$ cat config.mk
export PLATFORM = sky130hd
export DESIGN_NAME = i2c_host_fifo
export DESIGN_NICKNAME = d
export VERILOG_FILES = /design/src/rtl/i2c_host_fifo.sv
export SDC_FILE = /design/constraint.sdc
export NUM_CORES = 1
export LEC_CHECK = 0
export ABC_AREA = 1
export CORE_AREA = 2 2 131 228
export CTS_CLUSTER_SIZE = 16
export DETAILED_ROUTE_END_ITERATION = 12
export DIE_AREA = 0 0 133 230
export PLACE_DENSITY_LB_ADDON = 0.05
export RECOVER_POWER = 100
export SLEW_MARGIN = 30
export SYNTH_ARGS = -nofsm -noshare
export SYNTH_HDL_FRONTEND = slang
export SYNTH_SLANG_ARGS = --single-unit
$ cat constraint.sdc
create_clock -name CLK -period 4.1 [get_ports CLK]
set_input_delay 1.025 -clock CLK [delete_from_list [all_inputs] [get_ports CLK]]
set_output_delay 1.025 -clock CLK [all_outputs]
set_load 0.02 [all_outputs]
$ cat src/rtl/i2c_host_fifo.sv
// CPU-side TX/RX byte FIFOs and tick divider in front of the I2C transceiver.
// Optional error flags and interrupt: define I2C_HOST_FIFO_IRQ_EN.
module i2c_host_fifo #(
    parameter int DEPTH = 16,
    parameter int LW    = $clog2(DEPTH) + 1
) (
    input  logic          CLK,
    input  logic          RESET,
    input  logic [15:0]   CLKDIV,
    input  logic          FLUSH,
    input  logic          TX_WR,
    input  logic [7:0]    TX_WDATA,
    output logic          TX_FULL,
    output logic [LW-1:0] TX_LEVEL,
    input  logic          RX_RD,
    output logic [7:0]    RX_RDATA,
    output logic          RX_EMPTY,
    output logic [LW-1:0] RX_LEVEL,
    output logic          I2C_CLK,
    output logic [7:0]    I2C_TxDATA,
    input  logic          I2C_XRDY,
    output logic          I2C_XRDY_CLR,
    input  logic [7:0]    I2C_RxDATA,
    input  logic          I2C_RRDY,
    output logic          I2C_RRDY_CLR,
    input  logic          I2C_NACK,
    input  logic          ERR_CLR,
    output logic [1:0]    ERR_FLAGS,
    output logic          IRQ
);

    localparam int AW = $clog2(DEPTH);
    localparam logic [LW-1:0] FULL_LVL = LW'(DEPTH);

    typedef enum logic [1:0] {T_IDLE, T_PRESENT, T_WAIT} tx_state_t;
    typedef enum logic [1:0] {R_IDLE, R_ACK, R_WAIT} rx_state_t;

    logic [15:0]   cnt_q, cnt_d;
    logic          tick_q, tick_d;
    tx_state_t     tx_state_q, tx_state_d;
    rx_state_t     rx_state_q, rx_state_d;
    logic          xrdy_clr_q, xrdy_clr_d;
    logic          rrdy_clr_q, rrdy_clr_d;
    logic [AW-1:0] tx_wp_q, tx_wp_d, tx_rp_q, tx_rp_d;
    logic [AW-1:0] rx_wp_q, rx_wp_d, rx_rp_q, rx_rp_d;
    logic [LW-1:0] tx_cnt_q, tx_cnt_d, rx_cnt_q, rx_cnt_d;
    logic [7:0]    rx_rdata_q, rx_rdata_d;
    logic [7:0]    tx_mem_q [DEPTH];
    logic [7:0]    rx_mem_q [DEPTH];

    logic tx_empty, tx_full, rx_empty, rx_full;
    logic tx_push, tx_pop, rx_push, rx_pop;

    assign tx_empty = (tx_cnt_q == '0);
    assign tx_full  = (tx_cnt_q == FULL_LVL);
    assign rx_empty = (rx_cnt_q == '0);
    assign rx_full  = (rx_cnt_q == FULL_LVL);

    // FLUSH suppresses every FIFO transfer in its cycle
    assign tx_push = TX_WR & ~tx_full & ~FLUSH;
    assign tx_pop  = tick_q & (tx_state_q == T_PRESENT) & ~FLUSH;
    assign rx_push = tick_q & (rx_state_q == R_IDLE) & I2C_RRDY & ~rx_full & ~FLUSH;
    assign rx_pop  = RX_RD & ~rx_empty & ~FLUSH;

    // Greater-or-equal compare lets a lowered CLKDIV wrap immediately
    always_comb begin
        cnt_d  = cnt_q + 16'd1;
        tick_d = 1'b0;
        if (cnt_q >= CLKDIV) begin
            cnt_d  = '0;
            tick_d = 1'b1;
        end
    end

    always_comb begin
        tx_wp_d    = tx_push ? tx_wp_q + AW'(1) : tx_wp_q;
        tx_rp_d    = tx_pop  ? tx_rp_q + AW'(1) : tx_rp_q;
        tx_cnt_d   = tx_cnt_q + LW'(tx_push) - LW'(tx_pop);
        rx_wp_d    = rx_push ? rx_wp_q + AW'(1) : rx_wp_q;
        rx_rp_d    = rx_pop  ? rx_rp_q + AW'(1) : rx_rp_q;
        rx_cnt_d   = rx_cnt_q + LW'(rx_push) - LW'(rx_pop);
        rx_rdata_d = rx_rdata_q;
        // Next head may be the byte being written this very cycle
        if (rx_cnt_d != '0) begin
            rx_rdata_d = (rx_push && (rx_rp_d == rx_wp_q)) ? I2C_RxDATA : rx_mem_q[rx_rp_d];
        end
        if (FLUSH) begin
            tx_wp_d    = '0;
            tx_rp_d    = '0;
            tx_cnt_d   = '0;
            rx_wp_d    = '0;
            rx_rp_d    = '0;
            rx_cnt_d   = '0;
            rx_rdata_d = '0;
        end
    end

    always_comb begin
        tx_state_d = tx_state_q;
        xrdy_clr_d = xrdy_clr_q;
        rx_state_d = rx_state_q;
        rrdy_clr_d = rrdy_clr_q;
        if (tick_q) begin
            case (tx_state_q)
                T_IDLE: begin
                    if (I2C_XRDY && !tx_empty) begin
                        xrdy_clr_d = 1'b1;
                        tx_state_d = T_PRESENT;
                    end
                end
                T_PRESENT: begin
                    xrdy_clr_d = 1'b0;
                    tx_state_d = T_WAIT;
                end
                T_WAIT: begin
                    if (!I2C_XRDY) tx_state_d = T_IDLE;
                end
                default: tx_state_d = T_IDLE;
            endcase
            case (rx_state_q)
                R_IDLE: begin
                    if (I2C_RRDY && !rx_full) begin
                        rrdy_clr_d = 1'b1;
                        rx_state_d = R_ACK;
                    end
                end
                R_ACK: begin
                    rrdy_clr_d = 1'b0;
                    rx_state_d = R_WAIT;
                end
                R_WAIT: begin
                    if (!I2C_RRDY) rx_state_d = R_IDLE;
                end
                default: rx_state_d = R_IDLE;
            endcase
        end
        if (FLUSH) begin
            tx_state_d = T_IDLE;
            xrdy_clr_d = 1'b0;
            rx_state_d = R_IDLE;
            rrdy_clr_d = 1'b0;
        end
    end

    always_ff @(posedge CLK) begin
        if (RESET) begin
            cnt_q      <= '0;
            tick_q     <= 1'b0;
            tx_state_q <= T_IDLE;
            rx_state_q <= R_IDLE;
            xrdy_clr_q <= 1'b0;
            rrdy_clr_q <= 1'b0;
            tx_wp_q    <= '0;
            tx_rp_q    <= '0;
            tx_cnt_q   <= '0;
            rx_wp_q    <= '0;
            rx_rp_q    <= '0;
            rx_cnt_q   <= '0;
            rx_rdata_q <= '0;
        end else begin
            cnt_q      <= cnt_d;
            tick_q     <= tick_d;
            tx_state_q <= tx_state_d;
            rx_state_q <= rx_state_d;
            xrdy_clr_q <= xrdy_clr_d;
            rrdy_clr_q <= rrdy_clr_d;
            tx_wp_q    <= tx_wp_d;
            tx_rp_q    <= tx_rp_d;
            tx_cnt_q   <= tx_cnt_d;
            rx_wp_q    <= rx_wp_d;
            rx_rp_q    <= rx_rp_d;
            rx_cnt_q   <= rx_cnt_d;
            rx_rdata_q <= rx_rdata_d;
        end
    end

    always_ff @(posedge CLK) begin
        if (tx_push) tx_mem_q[tx_wp_q] <= TX_WDATA;
        if (rx_push) rx_mem_q[rx_wp_q] <= I2C_RxDATA;
    end

`ifdef I2C_HOST_FIFO_IRQ_EN
    logic [1:0] err_q, err_d;
    logic       irq_q, irq_d;

    // A new error in the same cycle as ERR_CLR is kept
    always_comb begin
        err_d = err_q;
        if (ERR_CLR) err_d = '0;
        if (TX_WR && tx_full) err_d[0] = 1'b1;
        if (RX_RD && rx_empty) err_d[1] = 1'b1;
        irq_d = tx_empty | ~rx_empty | I2C_NACK | (|err_q);
    end

    always_ff @(posedge CLK) begin
        if (RESET) begin
            err_q <= '0;
            irq_q <= 1'b0;
        end else begin
            err_q <= err_d;
            irq_q <= irq_d;
        end
    end

    assign ERR_FLAGS = err_q;
    assign IRQ       = irq_q;
`else
    logic unused_err_inputs;
    assign unused_err_inputs = ERR_CLR ^ I2C_NACK;
    assign ERR_FLAGS = 2'b00;
    assign IRQ       = 1'b0;
`endif

    assign TX_FULL      = tx_full;
    assign TX_LEVEL     = tx_cnt_q;
    assign RX_RDATA     = rx_rdata_q;
    assign RX_EMPTY     = rx_empty;
    assign RX_LEVEL     = rx_cnt_q;
    assign I2C_CLK      = tick_q;
    assign I2C_TxDATA   = tx_empty ? 8'h00 : tx_mem_q[tx_rp_q];
    assign I2C_XRDY_CLR = xrdy_clr_q;
    assign I2C_RRDY_CLR = rrdy_clr_q;

endmodule

==> impl_metrics.py <==
metrics = {
    "timing": {
        "finalMaxSlewViolations": 0,
        "setup_viol": 0,
        "tightest_slew_ns": 0.895,
        "finalCriticalPeriod_ns": 3.95,
        "slew_headroom_pct": 40.1,
        "fin_crit_sh_pct": 96.3,
        "hold-worst-slack_ns": 0.453,
        "hold_viol_final": 0,
        "fmax_mhz": 253,
        "skew_ns": 0.0265,
        "rsz0062_at_grt": "no",
    },
    "outcome": {
        "outcome": "finished clean",
    },
    "logic_synthesis": {
        "syn_area_um2": 14200,
        "netlist_instances": 1343,
        "ys_warn_count": 0,
        "ys_types": 42,
        "ys.flop_type": "edfxtp_1",
        "ys_ff_latch": 317,
        "synthArstFlopShare_pct": 0,
        "synth_edf_count": 256,
        "ys_seq_area_share_pct": 62.8,
        "syn_avg_cell_area_um2": 10.6,
    },
    "worst_setup_path": {
        "cp-end-kind": "output pin",
        "cp_data_arrival_time_ns": 2.92,
        "crit_chain": "clkbuf_2, o21ai_0, o221ai_1, nand3_1, a21oi_1, dlygate4sd3_1",
        "worstSetupPathType": "flop to output pin",
        "worstSetupStartpointType": "flop",
        "slowest_stage": "dlygate4sd3_1",
        "max_stage_delay_ns": 0.69,
        "critical_path_required_ns": 3.07,
        "crit_fanout": 29,
    },
    "floorplanning": {
        "die_y_um": 230,
        "initial_core_util_pct": 49.6,
        "io_pins": 75,
        "coreArea_um2": 28600,
        "dieArea_um2": 30600,
        "row_count": 82,
        "fp.dieW_um": 133,
    },
    "clock_tree": {
        "htreeDepth": 1,
        "root_buffer": "clkbuf_16",
        "ctsResizeCount": 0,
        "clock_latency_ns": 0.57,
        "cts_tree": "yes",
        "hold_buffers": 0,
        "cts_sinks": 317,
        "postCtsSetupBuffers": 0,
        "path_clk_slew_ns": 0.07,
        "clockBufferDepth": 3,
        "cts_made_buffers": 28,
    },
    "layout": {
        "drive_gt1_share_pct": 6.56,
        "fillers": 2516,
        "area_delta_synth_final_pct": 14.2,
        "final_util_pct": 56.6,
        "final_cells": 1812,
        "antenna_cells": 0,
        "nets": 1497,
    },
    "drt": {
        "vias": 9695,
        "post_drt_via_cell_ratio": 5.35,
        "drc": 0,
        "postRouteAntennaNets": 0,
        "dr.pass1.iters": 7,
        "initialDrtViolationCount": 581,
        "wl_per_cell_um": 19.0,
        "wirelength_mm": 34.4,
    },
    "global_routing": {
        "grt_pass1_wl_mm": 52.5,
        "antenna_found_initial": 0,
        "grt.total_usage_pct": 22.4,
        "grt_pass1_vias": 9539,
        "grt.overflow.total": 0,
        "grt_max_degree": 67,
    },
    "pwr": {
        "seqPwrFrac_pct": 52.8,
        "combPwrFrac_pct": 9.6,
        "p_sw_share_pct": 24.0,
        "power_leakage_uw": 0.00617,
        "power-per-cell-area_nw_per_um2": 414,
        "peakVddDrop_v": 0.000331,
        "p_int_uw": 5100,
        "p_switching_uw": 1610,
        "total_power_uw": 6710,
        "pwr-share-clk_pct": 37.6,
    },
    "run": {
        "max-cap-violations": 0,
    },
    "placed_design": {
        "finalWeightedCongestion": 0.890,
        "post-place-cells": 1763,
        "hpwl_mm": 23.6,
        "io_buffers": 69,
    },
    "worst_hold_path": {
        "hold_class": "flop to flop",
    },
}
==> synthesized netlist by cell type (all sizes together) (2+ instances only) <==
cell type | instances | area (um^2)
buf | 29 | 164
a211oi | 2 | 15.0
a21oi | 47 | 265
xnor2 | 4 | 35.0
nand3b | 32 | 240
edfxtp | 256 | 7690
o211ai | 3 | 22.5
nor3b | 4 | 30.0
dfxtp | 61 | 1220
o22ai | 6 | 37.5
inv | 186 | 701
nand3 | 183 | 946
nor2 | 161 | 643
o21ai | 95 | 494
xor2 | 10 | 106
nand2 | 135 | 524
o221ai | 26 | 228
ha | 39 | 488
nor3 | 10 | 61.3
nand4 | 14 | 87.6
fa | 2 | 40.0
clkbuf | 35 | 131
==> cells in the final DEF, fill, tap and decap left out, types with 3 or more instances in the layout <==
cell | synthesis | layout
clkinv_1 | 0 | 4
clkdlybuf4s50_1 | 0 | 22
o211ai_1 | 3 | 3
o221ai_1 | 26 | 26
nand3_1 | 180 | 179
a21oi_2 | 8 | 8
nand4_1 | 14 | 14
ha_1 | 39 | 39
edfxtp_1 | 256 | 256
o21ai_0 | 91 | 91
buf_4 | 5 | 14
clkbuf_1 | 35 | 20
xor2_1 | 9 | 9
nor3b_1 | 4 | 4
a21oi_1 | 39 | 39
clkinv_2 | 0 | 4
nand2_1 | 130 | 129
nor3_1 | 9 | 9
xnor2_1 | 4 | 4
nand2_2 | 4 | 5
clkbuf_8 | 0 | 3
conb_1 | 1 | 3
dlygate4sd3_1 | 0 | 47
dfxtp_1 | 61 | 60
nor2_1 | 155 | 156
clkbuf_16 | 0 | 28
o22ai_1 | 6 | 4
inv_1 | 183 | 183
nand3b_1 | 32 | 32
buf_12 | 0 | 4
==> critical path, delay by kind of cell, from the launching register on <==
kind,cells,cell delay (ns)
AOI/OAI and AO/OA,3,0.67
DFF,1,0.54
buffers and inverters,2,1.03
and+or+nand+nor,1,0.12
==> final cells by class <==
type | count | area (um^2) | area share [%]
sequential | 317 | 8910 | 55.0
tap | 378 | 473 | 2.92
inverter | 186 | 701 | 4.33
clock buffer | 37 | 768 | 4.74
timing repair buffer | 104 | 942 | 5.82
multi-input combinational | 778 | 4310 | 26.6
clock inverter | 12 | 96.3 | 0.595
==> metal layers <==
metal  wire length (um)  GRT usage (%)  up-vias
met3               1030           1.87       72
met5                  0              0        -
li1                   -              -     4759
met2              19100           43.9      213
met4               1790           12.2        0
met1              12500           23.1     4651
==> per-stage QoR <==
step                      cell area, um^2  worst slack, ns  TNS, ns
after detailed placement            15400          -0.0198  -0.0447
after global routing                16200           0.0222        0
after floorplan                     14200            0.417        0
after CTS                           16200           0.0219        0
after global placement              15400           0.0320        0
final                               16200            0.151        0
==> sequential cells by signal, summed over array words and instances (netlist names), named ones only <==
register      count
I2C_CLK           1
RX_LEVEL          5
rx_mem_q        128
tx_rp_q           4
tx_state_q        2
rx_wp_q           4
I2C_RRDY_CLR      1
TX_LEVEL          5
rx_state_q        2
cnt_q            16
I2C_XRDY_CLR      1
tx_mem_q        128
RX_RDATA          8
rx_rp_q           4
tx_wp_q           4
==> power by group through the flow <==
stage	sequential [uW]	clock (uW)	combinational (uW)
floorplan	3630	0	357
global placement	3610	0	666
detailed placement	3610	0	676
CTS	3540	2580	677
global route	3540	2690	711
finish	3540	2530	645
==> path summary, 6_finish.rpt <==
path	start	to	slack [ns]	cells after the start
max	flop	I2C_TxDATA[5]	0.15	6
min	tx_state_q[0]	tx_state_q[0]	0.45	2
max reg2reg	RX_LEVEL[2]	RX_RDATA[1]	0.80	18
min reg2reg	tx_state_q[0]	tx_state_q[0]	0.45	2
==> cell families after synthesis <==
group,count (synthesis),share of synthesized area [%]
and+or+nand+nor,540,17.9
xor gates and xnor gates,14,0.997
adders and majority gates,41,3.72
buffers and inverters,250,7.02
DFF,317,62.8
other,1,0.0264
AOI/OAI and AO/OA,180,7.53
Note: power is estimated with default switching activity, not from simulation.
